<file path="src/rtl/mem_arb_pkg.sv">
// Shared types and sizes for the fetch/data memory arbiter.
// Included by the interface, the round-robin picker and the arbiter top.
package mem_arb_pkg;

  localparam int AW = 6;
  localparam int DW = 32;

  typedef enum logic [1:0] {
    OP_LW   = 2'b00,
    OP_SW   = 2'b01,
    OP_SWAP = 2'b10,
    OP_RSVD = 2'b11
  } d_op_e;

  typedef enum logic [2:0] {
    ST_IDLE   = 3'd0,
    ST_RD     = 3'd1,
    ST_RESP   = 3'd2,
    ST_WR     = 3'd3,
    ST_SWP_WR = 3'd4
  } state_e;

  typedef enum logic {
    REQ_IF = 1'b0,
    REQ_D  = 1'b1
  } req_e;

  // Reserved encodings fall through to a plain load.
  function automatic logic is_store(input d_op_e op);
    return (op == OP_SW);
  endfunction

  function automatic logic is_swap(input d_op_e op);
    return (op == OP_SWAP);
  endfunction

endpackage

</file>
<file path="src/rtl/mem_arbiter_if.sv">
// Core-side request/response buses plus the memory-side bus of the arbiter.
// The arbiter uses the slave view; the core/memory environment uses master.
interface mem_arbiter_if #(
  parameter int AW = mem_arb_pkg::AW,
  parameter int DW = mem_arb_pkg::DW
);
  logic          if_req;
  logic [AW-1:0] if_addr;
  logic          if_gnt;
  logic          if_valid;
  logic [DW-1:0] if_rdata;

  logic          d_req;
  logic [1:0]    d_op;
  logic [AW-1:0] d_addr;
  logic [DW-1:0] d_wdata;
  logic          d_gnt;
  logic          d_valid;
  logic [DW-1:0] d_rdata;

  logic [AW-1:0] mem_addr;
  logic          mem_we;
  logic [DW-1:0] mem_wd;
  logic [DW-1:0] mem_rd;

  modport slave (
    input  if_req, if_addr, d_req, d_op, d_addr, d_wdata, mem_rd,
    output if_gnt, if_valid, if_rdata, d_gnt, d_valid, d_rdata,
           mem_addr, mem_we, mem_wd
  );

  modport master (
    output if_req, if_addr, d_req, d_op, d_addr, d_wdata, mem_rd,
    input  if_gnt, if_valid, if_rdata, d_gnt, d_valid, d_rdata,
           mem_addr, mem_we, mem_wd
  );
endinterface

</file>
<file path="src/rtl/mem_arbiter_rr_arb2.sv">
// Two-way round-robin picker; on a tie the requester that did not win last
// time is chosen. The history starts at DATA so fetch wins the first tie.
module rr_arb2
  import mem_arb_pkg::*;
(
  input  logic clk,
  input  logic reset,
  input  logic en_i,
  input  logic req_if_i,
  input  logic req_d_i,
  output logic gnt_if_o,
  output logic gnt_d_o
);

  req_e last_q;

  always_comb begin
    gnt_if_o = 1'b0;
    gnt_d_o  = 1'b0;
    if (en_i) begin
      if (req_if_i && req_d_i) begin
        gnt_if_o = (last_q == REQ_D);
        gnt_d_o  = (last_q == REQ_IF);
      end else begin
        gnt_if_o = req_if_i;
        gnt_d_o  = req_d_i;
      end
    end else begin
      gnt_if_o = 1'b0;
      gnt_d_o  = 1'b0;
    end
  end

  always_ff @(posedge clk or posedge reset) begin
    if (reset) begin
      last_q <= REQ_D;
    end else if (gnt_if_o) begin
      last_q <= REQ_IF;
    end else if (gnt_d_o) begin
      last_q <= REQ_D;
    end else begin
      last_q <= last_q;
    end
  end

endmodule

</file>
<file path="src/rtl/mem_arbiter.sv">
// Shares one synchronous-read memory between instruction fetch and the data
// port (LW / SW / atomic SWAP). Grants are only issued from IDLE.
module mem_arbiter
  import mem_arb_pkg::*;
(
  input logic          clk,
  input logic          reset,
  mem_arbiter_if.slave bus
);

  state_e        state_q;
  req_e          who_q;
  logic          swap_q;
  logic [AW-1:0] mem_addr_q;
  logic          mem_we_q;
  logic [DW-1:0] mem_wd_q;
  logic          if_valid_q;
  logic          d_valid_q;
  logic [DW-1:0] if_rdata_q;
  logic [DW-1:0] d_rdata_q;

  logic  gnt_if_s;
  logic  gnt_d_s;
  logic  d_live_s;
  d_op_e op_s;

  assign op_s = d_op_e'(bus.d_op);

  rr_arb2 u_rr (
    .clk      (clk),
    .reset    (reset),
    .en_i     (state_q == ST_IDLE),
    .req_if_i (bus.if_req),
    .req_d_i  (bus.d_req),
    .gnt_if_o (gnt_if_s),
    .gnt_d_o  (gnt_d_s)
  );

  // Read data arrives straight from the memory in the valid cycle; a SW pulse
  // on d_valid must not disturb the held load data.
  assign d_live_s = d_valid_q && ((state_q == ST_RESP) || (state_q == ST_SWP_WR));

  assign bus.if_gnt   = gnt_if_s;
  assign bus.d_gnt    = gnt_d_s;
  assign bus.if_valid = if_valid_q;
  assign bus.d_valid  = d_valid_q;
  assign bus.if_rdata = if_valid_q ? bus.mem_rd : if_rdata_q;
  assign bus.d_rdata  = d_live_s ? bus.mem_rd : d_rdata_q;
  assign bus.mem_addr = mem_addr_q;
  assign bus.mem_we   = mem_we_q;
  assign bus.mem_wd   = mem_wd_q;

  always_ff @(posedge clk or posedge reset) begin
    if (reset) begin
      state_q    <= ST_IDLE;
      who_q      <= REQ_IF;
      swap_q     <= 1'b0;
      mem_addr_q <= '0;
      mem_we_q   <= 1'b0;
      mem_wd_q   <= '0;
      if_valid_q <= 1'b0;
      d_valid_q  <= 1'b0;
      if_rdata_q <= '0;
      d_rdata_q  <= '0;
    end else begin
      if_valid_q <= 1'b0;
      d_valid_q  <= 1'b0;
      mem_we_q   <= 1'b0;
      case (state_q)
        ST_IDLE: begin
          if (gnt_if_s) begin
            who_q      <= REQ_IF;
            swap_q     <= 1'b0;
            mem_addr_q <= bus.if_addr;
            state_q    <= ST_RD;
          end else if (gnt_d_s) begin
            who_q      <= REQ_D;
            swap_q     <= is_swap(op_s);
            mem_addr_q <= bus.d_addr;
            mem_wd_q   <= bus.d_wdata;
            if (is_store(op_s)) begin
              mem_we_q  <= 1'b1;
              d_valid_q <= 1'b1;
              state_q   <= ST_WR;
            end else begin
              state_q   <= ST_RD;
            end
          end else begin
            state_q <= ST_IDLE;
          end
        end
        ST_RD: begin
          // Swap goes straight to its write; nothing can be granted in between.
          if (swap_q) begin
            mem_we_q  <= 1'b1;
            d_valid_q <= 1'b1;
            state_q   <= ST_SWP_WR;
          end else if (who_q == REQ_IF) begin
            if_valid_q <= 1'b1;
            state_q    <= ST_RESP;
          end else begin
            d_valid_q <= 1'b1;
            state_q   <= ST_RESP;
          end
        end
        ST_RESP: begin
          if (if_valid_q) begin
            if_rdata_q <= bus.mem_rd;
          end else begin
            d_rdata_q <= bus.mem_rd;
          end
          state_q <= ST_IDLE;
        end
        ST_SWP_WR: begin
          d_rdata_q <= bus.mem_rd;
          state_q   <= ST_IDLE;
        end
        ST_WR: begin
          state_q <= ST_IDLE;
        end
        default: begin
          state_q <= ST_IDLE;
        end
      endcase
    end
  end

endmodule

</file>
<file path="src/flat_wrapper.sv">
// flat-port wrapper written by rule: the top's interface ports become plain ports
module mem_arbiter_flat import mem_arb_pkg::*;
  (clk, reset, bus_if_req, bus_if_addr, bus_d_req, bus_d_op, bus_d_addr, bus_d_wdata, bus_mem_rd, bus_if_gnt, bus_if_valid, bus_if_rdata, bus_d_gnt, bus_d_valid, bus_d_rdata, bus_mem_addr, bus_mem_we, bus_mem_wd);
  mem_arbiter_if bus_i ();
  input logic clk;
  input logic reset;
  input wire logic [$bits(bus_i.if_req)-1:0] bus_if_req;
  input wire logic [$bits(bus_i.if_addr)-1:0] bus_if_addr;
  input wire logic [$bits(bus_i.d_req)-1:0] bus_d_req;
  input wire logic [$bits(bus_i.d_op)-1:0] bus_d_op;
  input wire logic [$bits(bus_i.d_addr)-1:0] bus_d_addr;
  input wire logic [$bits(bus_i.d_wdata)-1:0] bus_d_wdata;
  input wire logic [$bits(bus_i.mem_rd)-1:0] bus_mem_rd;
  output wire logic [$bits(bus_i.if_gnt)-1:0] bus_if_gnt;
  output wire logic [$bits(bus_i.if_valid)-1:0] bus_if_valid;
  output wire logic [$bits(bus_i.if_rdata)-1:0] bus_if_rdata;
  output wire logic [$bits(bus_i.d_gnt)-1:0] bus_d_gnt;
  output wire logic [$bits(bus_i.d_valid)-1:0] bus_d_valid;
  output wire logic [$bits(bus_i.d_rdata)-1:0] bus_d_rdata;
  output wire logic [$bits(bus_i.mem_addr)-1:0] bus_mem_addr;
  output wire logic [$bits(bus_i.mem_we)-1:0] bus_mem_we;
  output wire logic [$bits(bus_i.mem_wd)-1:0] bus_mem_wd;
  assign bus_i.if_req = bus_if_req;
  assign bus_i.if_addr = bus_if_addr;
  assign bus_i.d_req = bus_d_req;
  assign bus_i.d_op = bus_d_op;
  assign bus_i.d_addr = bus_d_addr;
  assign bus_i.d_wdata = bus_d_wdata;
  assign bus_i.mem_rd = bus_mem_rd;
  assign bus_if_gnt = bus_i.if_gnt;
  assign bus_if_valid = bus_i.if_valid;
  assign bus_if_rdata = bus_i.if_rdata;
  assign bus_d_gnt = bus_i.d_gnt;
  assign bus_d_valid = bus_i.d_valid;
  assign bus_d_rdata = bus_i.d_rdata;
  assign bus_mem_addr = bus_i.mem_addr;
  assign bus_mem_we = bus_i.mem_we;
  assign bus_mem_wd = bus_i.mem_wd;
  mem_arbiter u_core (.clk(clk), .reset(reset), .bus(bus_i));
endmodule
</file>
<file path="config.mk">
export PLATFORM = sky130hd
export DESIGN_NAME = mem_arbiter_flat
export DESIGN_NICKNAME = d
export VERILOG_FILES = /design/src/rtl/mem_arb_pkg.sv /design/src/rtl/mem_arbiter_if.sv /design/src/rtl/mem_arbiter_rr_arb2.sv /design/src/rtl/mem_arbiter.sv /design/src/flat_wrapper.sv
export SDC_FILE = /design/constraint.sdc
export NUM_CORES = 1
export LEC_CHECK = 0
export ABC_CLOCK_PERIOD_IN_PS = 4300
export CAP_MARGIN = 20
export CORE_MARGIN = 2
export CORE_UTILIZATION = 41
export CTS_BUF_LIST = sky130_fd_sc_hd__clkbuf_8
export DETAILED_ROUTE_END_ITERATION = 8
export GPL_TIMING_DRIVEN = 0
export PLACE_DENSITY = 0.86
export SLEW_MARGIN = 25
export SYNTH_ARGS = -nofsm -noshare
export SYNTH_HDL_FRONTEND = slang
export SYNTH_HIERARCHICAL = 1
export SYNTH_SLANG_ARGS = --single-unit
</file>
<file path="constraint.sdc">
create_clock -name clk -period 4.3 [get_ports clk]
set_input_delay 0.86 -clock clk [delete_from_list [all_inputs] [get_ports clk]]
set_output_delay 0.86 -clock clk [all_outputs]
set_load 0.01 [all_outputs]
</file>
After elaboration in Yosys (flattened, before gate mapping)
Cells that the tools add are included.
{"block": "totals", "ff_bits": 111, "input_bits": 82, "word_cells": 58}
{"block": "classes", "n_eq_ne": 6, "mux": 30, "bitwise_logic": 2, "reduce_logical": 9}
{"op": "two-way mux 32 bit", "count": 3}
{"op": "case mux 32 bit (2 select lines)", "count": 1}
{"op": "two-way mux 1 bit", "count": 17}
{"op": "two-way mux 6 bit", "count": 2}
{"op": "two-way mux 3 bit", "count": 2}
{"op": "case mux 3 bit (2 select lines)", "count": 1}
{"op": "two-way mux 2 bit", "count": 2}
{"op": "case mux 1 bit (2 select lines)", "count": 2}
{"op": "AND reduction 2 bit", "count": 2}
{"op": "nonzero test 2 bit", "count": 2}
{"op": "== test 3 x 1 -> 1 bit (second input constant)", "count": 1}
{"op": "== test 3 x 2 -> 1 bit (second input constant)", "count": 1}
{"op": "== test 3 bit (second input constant)", "count": 1}
{"op": "zero test 3 bit", "count": 1}
{"op": "AND reduction 3 bit", "count": 1}
{"op": "== test 2 x 1 -> 1 bit (second input constant)", "count": 1}
{"op": "== test 2 bit (second input constant)", "count": 1}
{"op": "logical AND 1 bit", "count": 2}
{"op": "!= test 2 bit (second input constant)", "count": 1}
{"op": "NOT 1 bit", "count": 2}
{"op": "logical OR 1 bit", "count": 1}

Depth between registers and ports, before layout
Gate-level depths: netlist of the first run.
{"block": "logic_depth", "ltp_word": 6, "ltp_mapped": 8}

By module
The synthesis of the first run kept the hierarchy.
{"module": "mem_arbiter", "instances": 1, "cells_each": 325, "area_each_um2": 4987.3, "seq_area_each_um2": 2752.6}
{"module": "rr_arb2", "instances": 1, "cells_each": 9, "area_each_um2": 66.3, "seq_area_each_um2": 26.3}

Worst setup path after synthesis of the first run
No wires, ideal clock.
{"block": "synth_timing", "path_kind": "input -> register", "start": "input port bus_if_req", "end": "register u_core.mem_wd_q[10] (netlist: u_core/bus.mem_wd[10])", "setup_time_ps": 125, "arrival_ps": 2261, "path_slack_ps": 1914, "cell_stages": 6, "path_cell_list": "nand2_1 -> a21oi_1 -> clkbuf_1 -> nand3b_2 -> buf_2 -> mux2_2"}
{"block": "synth_via", "elab_chain_len": 5}
{"item": "start: declaration", "line_no": "flat_wrapper.sv:7", "rtl": "input wire logic [$bits(bus_i.if_req)-1:0] bus_if_req;"}
{"item": "logical AND 1 bit", "line_no": "mem_arbiter_rr_arb2.sv:21", "rtl": "if (req_if_i && req_d_i) begin"}
{"item": "two-way mux 1 bit *", "line_no": "mem_arbiter_rr_arb2.sv:21"}
{"item": "two-way mux 1 bit *", "line_no": "mem_arbiter_rr_arb2.sv:20", "rtl": "if (en_i) begin"}
{"item": "net bus_if_gnt", "line_no": "flat_wrapper.sv:14", "rtl": "output wire logic [$bits(bus_i.if_gnt)-1:0] bus_if_gnt;"}
{"item": "NOT 1 bit (no line) *"}
{"item": "AND reduction 3 bit (no line) *"}
{"item": "end signal: assignment", "line_no": "mem_arbiter.sv:80", "rtl": "mem_wd_q <= bus.d_wdata;"}
{"item": "end: declaration", "line_no": "mem_arbiter.sv:16", "rtl": "logic [DW-1:0] mem_wd_q;"}
Mark *: on every way through the listed nets, which the timed path passes. The rest lies on a longest branch.
A chain may end at the register's enable or synchronous reset.

Worst setup path after layout of the first run
{"block": "layout_timing", "start": "register u_core.state_q[2]", "end": "output port bus_d_rdata[17]"}
{"block": "layout_via", "elab_chain_len": 4}
{"item": "start: declaration", "line_no": "mem_arbiter.sv:11", "rtl": "state_e state_q;"}
{"item": "start signal: assignment", "line_no": "mem_arbiter.sv:55", "rtl": "state_q <= ST_IDLE;"}
{"item": "start signal: assignment", "line_no": "mem_arbiter.sv:75", "rtl": "state_q <= ST_RD;"}
{"item": "start signal: assignment", "line_no": "mem_arbiter.sv:84", "rtl": "state_q <= ST_WR;"}
{"item": "== test 3 x 2 -> 1 bit or == test 3 bit (tied branches)", "line_no": "mem_arbiter.sv:41", "rtl": "assign d_live_s = d_valid_q && ((state_q == ST_RESP) || (state_q == ST_SWP_WR));"}
{"item": "logical OR 1 bit *", "line_no": "mem_arbiter.sv:41"}
{"item": "logical AND 1 bit *", "line_no": "mem_arbiter.sv:41"}
{"item": "two-way mux 32 bit *", "line_no": "mem_arbiter.sv:48", "rtl": "assign bus.d_rdata = d_live_s ? bus.mem_rd : d_rdata_q;"}
{"item": "end: declaration", "line_no": "flat_wrapper.sv:19", "rtl": "output wire logic [$bits(bus_i.d_rdata)-1:0] bus_d_rdata;"}
Every way passes the cells marked *; elsewhere a longest branch is shown, timed or not.

==> results of run 1 <==
## cell usage after synthesis, drive strengths merged
cell type	count	share of area, %
dfrtp	110	54
and3	1	0.12
clkbuf	2	0.15
a21oi	6	0.67
buf	17	2.1
nor4b	1	0.17
nor3b	2	0.50
nand2	4	0.30
inv	4	0.30
dfstp	1	0.52
or2	1	0.12
o21ai	3	0.30
nor3	1	0.32
nor4bb	1	0.20
and4bb	1	0.25
xnor2	1	0.17
nand3b	2	0.45
a21bo	1	0.20
mux2	172	38
nand2b	2	0.25
o2bb2ai	1	0.17
## flip-flops by register name, summed over array words and instances, names as in the netlist
register             flops
u_core/bus.if_valid      1
u_core/d_rdata_q        32
u_core/bus.mem_we        1
u_core/who_q             1
u_core/swap_q            1
u_core/bus.mem_wd       32
u_core/u_rr/last_q       1
u_core/bus.d_valid       1
u_core/state_q           3
u_core/bus.mem_addr      6
u_core/if_rdata_q       32
## cell type report
class	count	area [µm²]
Sequential cell	111	2779
Multi-Input combinational cell	200	2148
Tap cell	147	183.9
Buffer	19	111.4
Inverter	4	20.02
Clock inverter	5	72.57
Clock buffer	11	151.4
Fill cell	949	4636
Timing Repair Buffer	189	1909
## worst paths after layout
| check | to | slack, ns | depth (start not counted) |
|---|---|---|---|
| worst max-delay path | bus_d_rdata[17] | 0.89 | 5 |
| worst min-delay path | u_core/bus.if_valid | 0.49 | 1 |
| worst max register to register | u_core/bus.mem_wd[19] | 1.72 | 8 |
| worst min register to register | u_core/bus.if_valid | 0.49 | 1 |
| max in group asynchronous | u_core/d_rdata_q[13] | 2.73 | 3 |
| min in group asynchronous | u_core/u_rr/last_q | 0.91 | 2 |
## logic make-up (layout without fill, tap and decap cells)
family                 after synthesis  in the layout  share of synthesized area [%]
AO/OA/AOI/OAI                       11             11                          1.337
XOR/XNOR                             1              1                         0.1733
buffers and inverters               23            228                          2.501
flip-flops                         111            111                          54.99
multiplexers                       172            172                          38.33
AND/OR/NAND/NOR                     16             16                          2.674
## metal layers
| layer | GRT usage [%] | routed length (µm) |
|---|---|---|
| met2 | 31.45 | 5847 |
| met1 | 20.92 | 4597 |
| met3 | 5.799 | 897 |
| met5 | 0 | 0 |
| met4 | 6.667 | 180 |
## power by group through the flow
stage               Sequential (W)  Combinational [W]  Clock, W
floorplan                  0.00187            0.00162         0
global placement           0.00180            0.00307         0
detailed placement         0.00183            0.00314         0
CTS                        0.00181            0.00315  0.000724
global route               0.00188            0.00333  0.000764
finish                     0.00181            0.00310  0.000690
## critical path: cells and delay by family, from the launching register on
kind / cells / cell delay (ns)
mux: 1 / 0.36
buf+inv: 2 / 0.74
flops: 1 / 0.47
xor+xnor: 1 / 0.17
simple gates: 1 / 0.44
## cells in the final DEF, fill, tap and decap left out, types with 3 or more instances in the layout
cell type | Yosys | final
a21oi_1 | 5 | 5
inv_1 | 4 | 5
mux2_2 | 172 | 172
nand2_1 | 4 | 4
buf_2 | 14 | 14
clkdlybuf4s50_1 | 0 | 188
dfrtp_1 | 110 | 110
buf_6 | 3 | 3
clkbuf_8 | 0 | 11
## per-stage QoR
step,worst slack [ns],std cells,power [W]
2_1_floorplan,0.5377,334,0.003483
3_3_place_gp,-1.101,669,0.004866
3_5_place_dp,1.095,670,0.004973
4_1_cts,0.7955,686,0.005693
5_1_grt,0.7034,686,0.005968
6_report,0.8906,686,0.005604
==> impl_metrics.yaml, run 1 <==
run_status:
  outcome: "finished, final reports clean"
layout:
  drive_above_1_share_pct: 39.89
  antenna_cells: 0
  areaGrowthSynthToFinish_pct: 45.95
  fin_area_um2: 7376
  fin_nets: 616
  postLayoutCoreUtil_pct: 61.41
timing:
  finalSetupTns_ns: 0
  finalCritPeriodShare_pct: 79.29
  skew_ns: 0.006124
  hold_viol_final: 0
  max-slew-margin-rel_pct: 46.80
  finalMaxSlewViolations: 0
  setup_viol: 0
  worst_slew_pin_slew_ns: 0.7926
  fin_crit_ns: 3.409
  fmax_mhz: 293.3
  hold_ws_ns: 0.4854
  rsz0062_at_grt: "false"
detailed_routing:
  wl_um: 11520
  avgViaCountPerCell: 5.041
  drtIter0Drc: 82
  via_count: 3458
  firstDrtPassIters: 4
  postRouteAntennaNets: 0
  wl_per_cell_um: 16.80
  drc_errors: 0
setup_path:
  critPathKind: "register to primary output"
  critical_path.max_stage_delay_ns: 0.50
  arrival_ns: 2.55
  crit_path_end_kind: "primary output"
  startpoint: "u_core/state_q[2]"
  crit_path_max_fanout: 10
  cp-start-kind: "register"
  crit_chain: "xnor2_1 > nor3b_2 > buf_6 > mux2_2 > clkdlybuf4s50_1"
  cp_slowest_cell: "clkdlybuf4s50_1"
  worstPathRequired_ns: 3.44
  reg2reg_from: "u_core/state_q[0]"
placed_design:
  port_buffers: 188
  dpl-instance-area_um2: 7152
  dp_hpwl_um: 8595
  gp_congestion: 0.7158
floorplan:
  io-pin-count: 189
  die_y_um: 115.0
  die_w_um: 115.0
  placement_rows: 40
  initial_utilization_pct: 42.07
  dieArea_um2: 13230
  core_um2: 12010
synthesis:
  yosys_warnings: 6
  synth.avg_cell_area_um2: 15.13
  syn-instance-count: 334
  synth.distinct_cells: 24
  synth_seq_cells: 111
  synthesis.nets: 416
  syn_area_um2: 5054
  ys_seq_area_share_pct: 54.99
clock_network:
  cts_tree: "built"
  cts-root-buf: "clkbuf_8"
  cts_buffer_depth: 2
  cts.reportedPaths.clkPinSlew_ns: 0.10
  insertion_delay_ns: 0.37
  postCtsHoldBufs: 0
  numCtsBuffers: 9
  ctsResizeCount: 0
  cts_max_level: 3
  post_cts_buffers: 0
  clkSinkCount: 111
global_route:
  grt_max_degree: 65
  grt_pass1_vias: 3800
  grt_antenna_before_repair: 0
  grt_remaining_overflow: 0
  grt_pass1_wl_um: 18550
  track_usage_pct: 18.08
power_and_ir_drop:
  ir_drop_v: 0.0003379
  p_switching_w: 0.001746
  p_clk_share_pct: 12.3
  p_sw_share_pct: 31.16
  p_int_w: 0.003858
  leakagePower_nw: 3.083
  sequentialPowerShare_pct: 32.3
  powerDensity_nw_per_um2: 759.8
  combPwrFrac_pct: 55.4
min_path:
  hold_path.class: "register to register"
  hold_path_startpoint: "u_core/who_q"
job:
  maxCapViolCount: 0
(Power assumes the default switching activity.)
==> inputs of run 2 (changes only) <==
ABC_CLOCK_PERIOD_IN_PS = 3400   (was 4300)
clock period = 3.4 ns   (was 4.3 ns; I/O delays follow)
==> impl_metrics.yaml, run 2 (same netlist as run 1, synthesis figures left out) <==
clock_network:
  cts-root-buf: "clkbuf_8"
  cts_tree: "built"
  cts.reportedPaths.clkPinSlew_ns: 0.09
  postCtsHoldBufs: 0
  post_cts_buffers: 0
  clkSinkCount: 111
  insertion_delay_ns: 0.38
  ctsResizeCount: 0
  numCtsBuffers: 9
  cts_max_level: 3
  cts_buffer_depth: 2
layout:
  antenna_cells: 0
  areaGrowthSynthToFinish_pct: 46.55
  fin_nets: 618
  drive_above_1_share_pct: 40.30
  final_cell_mix: "clkdlybuf4s50_1 (188), mux2_2 (172), dfrtp_1 (110)"
  layout_commonest_cell: "clkdlybuf4s50_1"
detailed_routing:
  wl_met2_um: 6119
  wl_per_cell_um: 17.23
  dr.max_layer_used: "met4"
  drc_errors: 0
  avgViaCountPerCell: 5.077
  drtIter0Drc: 98
  via_count: 3493
  wl_met3_um: 907
  firstDrtPassIters: 4
  postRouteAntennaNets: 0
  wl_met1_um: 4643
  wl_um: 11850
setup_path:
  crit_path_end_kind: "primary output"
  arrival_ns: 2.55
  reg2reg_from: "u_core/state_q[0]"
  critPathKind: "register to primary output"
  cp-start-kind: "register"
  rr_endpoint: "u_core/bus.mem_wd[14]"
  crit_path_max_fanout: 10
  reg2reg_slack_ns: 0.85
  reg2regPathDepth: 8
  worstPathRequired_ns: 2.72
floorplan:
  initial_utilization_pct: 42.07
  core_um2: 12010
  io-pin-count: 189
  dieArea_um2: 13230
  die_y_um: 115.0
  placement_rows: 40
  die_w_um: 115.0
power_and_ir_drop:
  p_clk_share_pct: 12.3
  leakagePower_nw: 3.086
  sequentialPowerShare_pct: 32.3
  powerDensity_nw_per_um2: 960.9
  totalPowerFinal_w: 0.007117
  p_switching_w: 0.002251
  p_int_w: 0.004866
  p_sw_share_pct: 31.62
  ir_drop_v: 0.0004933
  combPwrFrac_pct: 55.4
placed_design:
  port_buffers: 188
  dp_hpwl_um: 8959
  dp_slack_ns: 0.5373
  gp_congestion: 0.7311
timing:
  setup_viol: 0
  fmax_mhz: 309.2
  fin_crit_ns: 3.234
  finalSetupTns_ns: 0
  layout_setup_ws_ns: 0.1662
  max-slew-margin-rel_pct: 50.52
  finalCritPeriodShare_pct: 95.11
  finalMaxSlewViolations: 0
  rsz0062_at_grt: "false"
  hold_viol_final: 0
  hold_ws_ns: 0.4705
  skew_ns: 0.008698
  worst_slew_pin_slew_ns: 0.7373
global_route:
  grt_pass1_vias: 3901
  grt_antenna_before_repair: 0
  track_usage_pct: 18.55
  grt_remaining_overflow: 0
  grt_max_degree: 33
  grt_pass1_wl_um: 19070
job:
  maxCapViolCount: 0
run_status:
  outcome: "finished, final reports clean"
min_path:
  hold_path_startpoint: "u_core/who_q"
  holdPathEnd: "u_core/bus.if_valid"
  worstHoldPathCells: 1
  hold_path.class: "register to register"
run 2: cell types whose count changed in the layout (fill, tap and decap cells not counted), sizes merged:
cell      change
clkbuf        -1
clkinv        +1
inv           -2
clkinvlp      +2
buf           +2
run 2: worst max path at each step:
stage                      start  cells after the start               endpoint
3_3_place_gp               reset                      2   u_core/d_rdata_q[11]
4_1_cts        u_core/state_q[2]                      5        bus_d_rdata[18]
5_1_grt        u_core/state_q[2]                      5        bus_d_rdata[18]
2_1_floorplan  u_core/state_q[0]                      8  u_core/bus.mem_wd[10]
6_report       u_core/state_q[1]                      5        bus_d_rdata[18]
3_5_place_dp          bus_if_req                      7  u_core/bus.mem_wd[14]
run 2: layout make-up:
type | count | area [µm²]
clock inverters | 6 | 85.08
repair buffers | 191 | 1942
plain buffers | 19 | 111.4
well taps | 147 | 183.9
fillers | 959 | 4606
clock buffers | 10 | 137.6
inverters | 4 | 18.77
multi-input cells | 200 | 2148
flip-flops and latches | 111 | 2779
run 2: power groups by stage:
stage	clock [W]	sequential (W)	combinational (W)
after floorplan	0	0.00236	0.00204
after global placement	0	0.00227	0.00388
after detailed placement	0	0.00233	0.00398
after CTS	0.000907	0.00230	0.00400
after global routing	0.000961	0.00238	0.00422
final	0.000878	0.00230	0.00394
run 2: critical path: stages, from the launching register on:
cell	delay, ns
dfrtp_1	0.47
xnor2_1	0.18
nor3b_2	0.43
buf_6	0.23
mux2_2	0.35
clkdlybuf4s50_1	0.51
run 2: routing by layer:
layer	vias to the layer above	GRT usage, %
met3	15	6.220
li1	1603	-
met4	0	6.426
met5	-	0
met1	1751	21.47
met2	124	32.27
run 2: metrics by stage:
stage | utilization, % | instance area, µm² | cells
6_report | 61.66 | 7406 | 688
5_1_grt | 61.66 | 7406 | 688
4_1_cts | 61.66 | 7406 | 688
3_5_place_dp | 59.80 | 7183 | 672
3_3_place_gp | 59.30 | 7123 | 669
2_1_floorplan | - | 5057 | 334
